**src/rtl/mem_packet_responder.sv**
```systemverilog
// mem_packet_responder: ring node that serves WR1/WR4/RD4 packets against a local byte memory over 4-phase handshakes.
// Ports: clk, rst_n (async, active-low); in_req/in_data/in_ack receive a request packet;
//        out_req/out_data/out_ack return an RD4 response; busy is high outside IDLE;
//        drop_cnt saturates at 255 and counts misaddressed or reserved-type packets.
module mem_packet_responder #(
  parameter int DWIDTH = 8,
  parameter int PWIDTH = 47,
  parameter int DEPTH = 64,
  parameter logic [2:0] MEM_ID = 3'd0
) (
  input  logic              clk,
  input  logic              rst_n,
  input  logic              in_req,
  input  logic [PWIDTH-1:0] in_data,
  output logic              in_ack,
  output logic              out_req,
  output logic [PWIDTH-1:0] out_data,
  input  logic              out_ack,
  output logic              busy,
  output logic [7:0]        drop_cnt
);
  typedef enum logic [2:0] {IDLE, ACK, EXEC, SEND, SEND_RTZ} state_t;
  state_t              r_state;
  logic [PWIDTH-1:0]   r_pkt;
  logic [1:0]          r_idx;
  logic [23:0]         r_rd;
  logic [DWIDTH-1:0]   r_mem [DEPTH];
  logic                r_in_ack;
  logic                r_out_req;
  logic [PWIDTH-1:0]   r_out_data;
  logic                r_busy;
  logic [7:0]          r_drop_cnt;
  logic [2:0]          w_dest;
  logic [1:0]          w_type;
  logic [5:0]          w_a;
  logic [7:0]          w_wbyte;
  logic [7:0]          w_byte;
  logic                w_drop;
  assign w_dest  = r_pkt[43:41];
  assign w_type  = r_pkt[40:39];
  // 6-bit add wraps addr+i modulo 64
  assign w_a     = r_pkt[38:33] + {4'd0, r_idx};
  // r_idx is 0 for WR1, so the same select yields data[7:0]
  assign w_wbyte = r_pkt[{r_idx, 3'b000} +: 8];
  assign w_byte  = 8'(r_mem[w_a]);
  assign w_drop  = (w_dest != MEM_ID) || (w_type == 2'b11);
  assign in_ack   = r_in_ack;
  assign out_req  = r_out_req;
  assign out_data = r_out_data;
  assign busy     = r_busy;
  assign drop_cnt = r_drop_cnt;
  always_ff @(posedge clk or negedge rst_n) begin
    if (!rst_n) begin
      r_state    <= IDLE;
      r_pkt      <= '0;
      r_idx      <= '0;
      r_rd       <= '0;
      r_in_ack   <= 1'b0;
      r_out_req  <= 1'b0;
      r_out_data <= '0;
      r_busy     <= 1'b0;
      r_drop_cnt <= '0;
      for (int i = 0; i < DEPTH; i++) r_mem[i] <= '0;
    end else begin
      case (r_state)
        IDLE: if (in_req) begin
          // reserved bit 32 is cleared on capture so the response carries 0 there
          r_pkt    <= in_data & ~(PWIDTH'(1) << 32);
          r_in_ack <= 1'b1;
          r_busy   <= 1'b1;
          r_state  <= ACK;
        end
        ACK: if (!in_req) begin
          r_in_ack <= 1'b0;
          r_idx    <= '0;
          if (w_drop) begin
            r_drop_cnt <= r_drop_cnt + {7'd0, ~&r_drop_cnt};
            r_busy     <= 1'b0;
            r_state    <= IDLE;
          end else r_state <= EXEC;
        end
        EXEC: begin
          r_idx <= r_idx + 2'd1;
          if (w_type == 2'b10) r_rd <= {w_byte, r_rd[23:8]};
          else r_mem[w_a] <= DWIDTH'(w_wbyte);
          if (w_type == 2'b00 || r_idx == 2'd3) begin
            if (w_type == 2'b10) begin
              r_out_req  <= 1'b1;
              r_out_data <= PWIDTH'({MEM_ID, r_pkt[46:44], 2'b10, r_pkt[38:32], w_byte, r_rd});
              r_state    <= SEND;
            end else begin
              r_busy  <= 1'b0;
              r_state <= IDLE;
            end
          end
        end
        SEND: if (out_ack) begin
          r_out_req <= 1'b0;
          r_state   <= SEND_RTZ;
        end
        SEND_RTZ: if (!out_ack) begin
          r_busy  <= 1'b0;
          r_state <= IDLE;
        end
        default: r_state <= IDLE;
      endcase
    end
  end
endmodule

```
**config.mk**
```make
export PLATFORM = sky130hd
export DESIGN_NAME = mem_packet_responder
export DESIGN_NICKNAME = d
export VERILOG_FILES = /design/src/rtl/mem_packet_responder.sv
export SDC_FILE = /design/constraint.sdc
export NUM_CORES = 1
export LEC_CHECK = 0
export CORE_UTILIZATION = 65
export DETAILED_ROUTE_END_ITERATION = 6
export PLACE_DENSITY_LB_ADDON = 0.15
export SLEW_MARGIN = 10
export SYNTH_ARGS = -nofsm -noshare
export SYNTH_HDL_FRONTEND = slang
export SYNTH_SLANG_ARGS = --single-unit
```
**constraint.sdc**
```tcl
create_clock -name clk -period 6.9 [get_ports clk]
set_clock_uncertainty 0.2 [all_clocks]
set_input_delay 0.69 -clock clk [delete_from_list [all_inputs] [get_ports clk]]
set_output_delay 0.69 -clock clk [all_outputs]
set_load 0.05 [all_outputs]
```
==> results of run 1 <==
[cells in the final DEF (no fill, tap or decap), drive strengths merged, types with 2 or more instances in the layout]
| cell type | instances |
|---|---|
| dfrtp | 640 |
| mux2 | 596 |
| nand2 | 160 |
| mux4 | 112 |
| clkbuf | 109 |
| clkdlybuf4s50 | 101 |
| nor2 | 94 |
| mux2i | 48 |
| nand4 | 38 |
| nand3 | 36 |
| a21oi | 35 |
| buf | 30 |
| o2111ai | 24 |
| o221ai | 16 |
| o21ai | 15 |
| o22ai | 12 |
| a2bb2oi | 8 |
| xnor2 | 8 |
| inv | 7 |
| or2 | 7 |
| clkinv | 6 |
| and3 | 5 |
| conb | 5 |
| ha | 5 |
| bufinv | 4 |
| nor3 | 4 |
| nand2b | 3 |
| or3 | 3 |
| xor2 | 3 |
| o31ai | 2 |
| nor4 | 2 |
[sequential cells by signal, summed over array words and instances, names as in the netlist]
register  count
busy          1
drop_cnt      8
in_ack        1
out_data     42
out_req       1
r_idx         2
r_mem       512
r_pkt        46
r_rd         24
r_state       3
[routing by layer]
layer	GRT usage, %	part of all wire (%)
met3	5.36	6.5
met2	47.5	48
met1	43.0	43
met5	0	0
met4	10.7	2.7
[logic make-up (layout without fill, tap and decap cells)]
| group | after synthesis | after routing | share of synthesized area (%) |
|---|---|---|---|
| fa+ha+maj | 6 | 6 | 0.284 |
| xor+xnor | 11 | 11 | 0.331 |
| compound gates | 117 | 117 | 2.77 |
| buf+inv | 154 | 259 | 2.20 |
| simple gates | 355 | 355 | 5.93 |
| other cells | 1 | 5 | 0.0129 |
| flops | 640 | 640 | 55.1 |
| mux | 756 | 756 | 33.4 |
[worst min-delay path, stage by stage (launching register included)]
cell and delay, ps:
dfrtp_1 340, nand2_1 50, nand2_1 50
[cells in the mapped netlist, drive strengths merged, types with 6 or more instances]
| cell type | n | area [um^2] |
|---|---|---|
| or2 | 7 | 43.8 |
| buf | 46 | 235 |
| o22ai | 12 | 75.1 |
| xnor2 | 8 | 70.1 |
| mux2i | 48 | 480 |
| nand2 | 160 | 603 |
| o21ai | 15 | 75.1 |
| o2111ai | 24 | 210 |
| dfrtp | 640 | 16000 |
| inv | 6 | 22.5 |
| clkbuf | 102 | 383 |
| o221ai | 16 | 140 |
| nand4 | 38 | 238 |
| a2bb2oi | 8 | 70.1 |
| mux2 | 596 | 6710 |
| nand3 | 36 | 180 |
| mux4 | 112 | 2520 |
| nor2 | 94 | 508 |
| a21oi | 35 | 179 |
[cell type report]
type	instances	area, um^2
Clock buffer	109	2150
Timing Repair Buffer	132	1300
Inverter	6	22.5
Sequential cell	640	16000
Fill cell	2672	11300
Multi-Input combinational cell	1250	12500
Tap cell	592	741
Clock inverter	12	166
[power groups by stage]
stage	combinational, uW	sequential [uW]	clock (uW)
2_1_floorplan	3390	4920	0
3_3_place_gp	4660	4950	0
3_5_place_dp	4780	5020	0
4_1_cts	4810	4960	3770
5_1_grt	5120	5060	3910
6_report	4830	4970	3720
[stage by stage]
stage          util [%]  hold WS, ps  std cells  worst slack, ps
2_1_floorplan         -          194       2044             3820
3_3_place_gp       69.2          248       2619             1950
3_5_place_dp       69.2          257       2619             1910
5_1_grt            74.4          288       2741             1710
4_1_cts            74.4          275       2741             1870
6_report           74.4          271       2741             1830
[worst max path at each step]
stage                                           to  slack [ps]  depth (start not counted)
after floorplan           out_data[27]$_DFFE_PN0P_        3820                         10
after global placement      r_mem[203]$_DFFE_PN0P_        1950                          7
after detailed placement    r_mem[140]$_DFFE_PN0P_        1910                          7
after CTS                    r_mem[47]$_DFFE_PN0P_        1870                          7
after global routing         r_mem[47]$_DFFE_PN0P_        1710                          7
final                       r_mem[200]$_DFFE_PN0P_        1830                          7
==> run metrics, run 1 <==
final wirelength=around 66,000 um; H-tree depth=3; Final setup violation count=0; main flop type after synthesis=dfrtp_1; R2R Path End=r_mem[200]$_DFFE_PN0P_; First-pass DRT Iterations=6; leakage=0.0156 uW; largest net degree at the start of global routing=~180; Avg Cell Area, Syn=~14 um^2; die extent in x=roughly 210 um; synthesis-stage register bit count=between 600 and 700; internal power=8560 uW; CP bufs+invs=1; setup slack, reg-to-reg=about 1800 ps; Max Cap Violations=0; remaining antenna violation count after routing=0; Fin Setup TNS=0 ps; CTS resizes=0; Buffers on Ports=102; Bufs on Longest Clock Path=3; drt via density=6.45; Comb power frac=between 30% and 40%; Clock Pin Slew Worst Setup and Hold Paths=roughly 60 ps; WHS Path Cells=2; Min-Delay Path Class=reg -> reg; Sw Pwr=4950 uW; R2R Path Start=r_idx[0]$_DFFE_PN0P_; EDFF count, synth=0; Crit. End Element=flop; worst-path fanout max=34; io pins=around 110; first-pass GRT wire length=104,000 um; destination of the worst hold path=out_data[2]$_DFFE_PN0P_; fmax=~0.2 GHz; CP startpoint=r_idx[0]$_DFFE_PN0P_; Initial Util=approximately two thirds; Layout Nets=roughly 2,200; Remaining DRCs=0; yosys warns=0; Worst VDD drop=0.370 mV; worst path cell trace=ha_4, fa_4, inv_1, nor2_1, nand2_1, nor2_2, mux2_2; root buffer cell=clkbuf_16; Core Area=approximately 44,000 um^2; Arr. time, crit path=~5300 ps; gr usage total=30.3%; sequential fraction of the synthesis area=approximately 55%; clock sinks=640; Cell Area, Placed=approximately 30,000 um^2; Slew HR=15.1%; Hold Startpoint=r_rd[2]$_DFFE_PN0N_; Worst Path Required=between 7000 and 8000 ps; hold buffers post-CTS=1; TritonCTS buffer count=between 60 and 70; sequential share of power=a little under two fifths; Row Count=between 70 and 80; GP Congestion=between 0.8 and 0.9; RSZ-0062 raised after global routing=false; count of cell types in the netlist=47; Setup CP Type=reg -> reg; Power, Total=approximately 14,000 uW; wire per inst=24.1 um; TritonCTS clock tree=yes; FFs w/ async S/R, synth=100%; clk_lat worst skew=about 600 ps; Die H=~210 um; die area=45,600 um^2; clock share of power=about 28%; postcts setup bufs=0; min Tclk post-route=slightly above 5000 ps; initial drt markers=1,656; Non-Filler Cell Area, Final=about 33,000 um^2; initial antenna violation count=0; overflow left after global routing=0; synth-to-layout area growth=13.2%; Pins Over Slew Limit=0; Syn Inst Count=2,040; hpwl dp=around 40,000 um; worst r2r path cells=7; layout cells sized above 1=42.1%; Vias=between 15,000 and 20,000; Tcrit/Tclk final=73.4%; CP delay by family, top=simple AND/OR/NAND/NOR gates; Max stage delay on crit path=between 1000 and 1500 ps; vias in the first global route=between 15,000 and 20,000; status=finished clean; Critical Path Slowest Stage Cell=fa_4; synthesized area=29,100 um^2; pwr dens=between 400 and 500 nW/um^2; worst-margin pin slew=around 1300 ps; CP Launch Type=flop; ANT cells=0; Sw Ratio=36.7%; Hold Fails Final Rpt=0
No activity file was read; power rests on OpenSTA's default activity.
==> run 2, diff against run 1 <==
--- a/config.mk
+++ b/config.mk
@@ -5,7 +5,7 @@
 export SDC_FILE = /design/constraint.sdc
 export NUM_CORES = 1
 export LEC_CHECK = 0
-export CORE_UTILIZATION = 65
+export CORE_UTILIZATION = 55
 export DETAILED_ROUTE_END_ITERATION = 6
 export PLACE_DENSITY_LB_ADDON = 0.15
 export SLEW_MARGIN = 10
==> constraint.sdc (replaced) <==
create_clock -name clk -period 4.4 [get_ports clk]
set_clock_uncertainty 0.2 [all_clocks]
set_input_delay 0.44 -clock clk [delete_from_list [all_inputs] [get_ports clk]]
set_output_delay 0.44 -clock clk [all_outputs]
set_load 0.05 [all_outputs]
==> run metrics, run 2 (synthesized netlist as in run 1, its figures left out) <==
Max Cap Violations=0 (unchanged); TritonCTS buffer count=68 (+1.5%); status=finished clean; Core Area=51,800 um^2 (+17%); Initial Util=56.1% (-9.6 points); largest net degree at the start of global routing=115 (-37%); Pins Over Slew Limit=0 (unchanged); Cells after DPL=2,745 (+4.8%); Hold Fails Final Rpt=0 (unchanged); Row Count=83 (+7.8%); Slew HR=29.8% (+15 points); vias in the first global route=18,300 (-0.093%); clk_lat worst skew=600 ps (about the same); root buffer cell=clkbuf_16; synth-to-layout area growth=14.2%; Cell Area, Placed=31,000 um^2 (+1.4%); wire per inst=23.8 um (-1.4%); die area=53,800 um^2 (+18%); ANT cells=0 (unchanged); final wirelength=68,100 um (+3.0%); Worst Path Required=4660 ps (-2510 ps); Tcrit/Tclk final=86.8% (+13 points); commonest non-fill, non-tap cells in the layout=dfrtp_1, mux2_2, nand2_1; clock sinks=640 (unchanged); DP Worst Slack=650 ps (-1260 ps); CTS resizes=0 (unchanged); Crit. End Element=flop; initial antenna violation count=0 (unchanged); first-pass GRT wire length=108,000 um (+3.5%); Min-Delay Path Class=in -> reg; hpwl dp=43,400 um (+8.8%); Setup CP Type=reg -> reg; setup slack, reg-to-reg=580 ps (-1250 ps); max reg flops=512 (unchanged); leakage=0.0158 uW (+0.80%); Bufs on Longest Clock Path=3 (unchanged); Finished Layout Cells=2,865 (+4.5%); register with the most flip-flops=r_mem; Arr. time, crit path=4070 ps (-1270 ps); Worst VDD drop=0.653 mV (+76%); Power, Total=21,300 uW (+57%); Buffers on Ports=102 (unchanged); Non-Filler Cell Area, Final=33,200 um^2 (+0.91%); RSZ-0062 raised after global routing=false; CP Launch Type=flop; initial drt markers=1,632 (-1.4%); pwr dens=640 nW/um^2 (+56%); First-pass DRT Iterations=5 (-1); remaining antenna violation count after routing=0 (unchanged); Vias=17,600 (-0.44%); drt via density=6.14 (-4.8%); TritonCTS clock tree=yes; fmax=0.262 GHz (+33%); Die H=232 um (+8.6%); layout cells sized above 1=42.7% (+0.68 points); Remaining DRCs=0 (unchanged); setup slack after layout=582 ps (-1250 ps); H-tree depth=3 (unchanged); Final setup violation count=0 (unchanged); commonest non-fill, non-tap cell in the layout=dfrtp_1; io pins=109 (unchanged); GP Congestion=0.846 (-2.0%); Layout Nets=2,193 (+1.8%); overflow left after global routing=0 (unchanged); Clock Pin Slew Worst Setup and Hold Paths=60 ps (about the same); Fin Setup TNS=0 ps (unchanged); min Tclk post-route=3820 ps (-1250 ps); worst-margin pin slew=1050 ps (-218 ps); worst-path fanout max=26 (-24%); die extent in x=232 um (+8.6%); gr usage total=26.4% (-3.8 points)
[run 2: cell count changes in the layout (fill, tap and decap cells not counted), sizes merged]
cell,change
clkinv,+2
buf,+38
bufinv,-1
clkbuf,-3
[run 2: repair_timing]
item	in CTS	in global routing
buffers inserted	0	0
endpoints found under the hold margin	103	0
hold buffers	1	0
[run 2: metrics by stage]
stage          util [%]  hold WS (ps)
2_1_floorplan         -         -55.6
3_3_place_gp       59.8           246
3_5_place_dp       59.8           254
4_1_cts            64.1           231
5_1_grt            64.1           253
6_report           64.1           259
[run 2: path summary, 6_finish.rpt]
check / start / endpoint / depth (start not counted)
setup reg to reg: r_pkt[33]$_DFFE_PN0P_ / r_rd[19]$_DFFE_PN0N_ / 9
setup / recovery: r_pkt[33]$_DFFE_PN0P_ / r_rd[19]$_DFFE_PN0N_ / 9
hold reg to reg: r_pkt[44]$_DFFE_PN0P_ / out_data[41]$_DFFE_PN0P_ / 2
min in group asynchronous: rst_n / r_mem[86]$_DFFE_PN0P_ / 2
max in group asynchronous: rst_n / out_data[13]$_DFFE_PN0P_ / 3
hold / removal: in_data[44] / r_pkt[44]$_DFFE_PN0P_ / 2
[run 2: layer usage]
metal	wire [um]	part of all wire (%)	global-route usage, %
met1	31000	45	38.5
met2	31700	47	40.8
met3	3580	5.3	3.90
met4	1830	2.7	8.98
met5	0	0	0
[run 2: final cells by class]
cell class	count	area, um^2
inverter	6	22.5
clock buffer	106	2050
sequential	640	16000
multi-input combinational	1250	12500
clock inverter	13	146
tap	680	851
fill	3766	18600
timing repair buffer	170	1610
[run 2: worst max-delay path: stages, from the launching register on]
cell and delay [ps]:
dfrtp_1 420, ha_4 190, fa_4 900, buf_4 420, mux4_2 400, mux2_2 310
o2111ai_1 110, nand4_1 370, nor2_1 230, a21oi_1 100
[run 2: power by group]
group / switching, uW / total (uW) / leakage, uW / internal (uW)
sequential: 684 / 7710 / 0.00880 / 7030
combinational: 4920 / 7890 / 0.00588 / 2970
clock: 2270 / 5640 / 0.00108 / 3370
total: 7880 / 21300 / 0.0158 / 13400
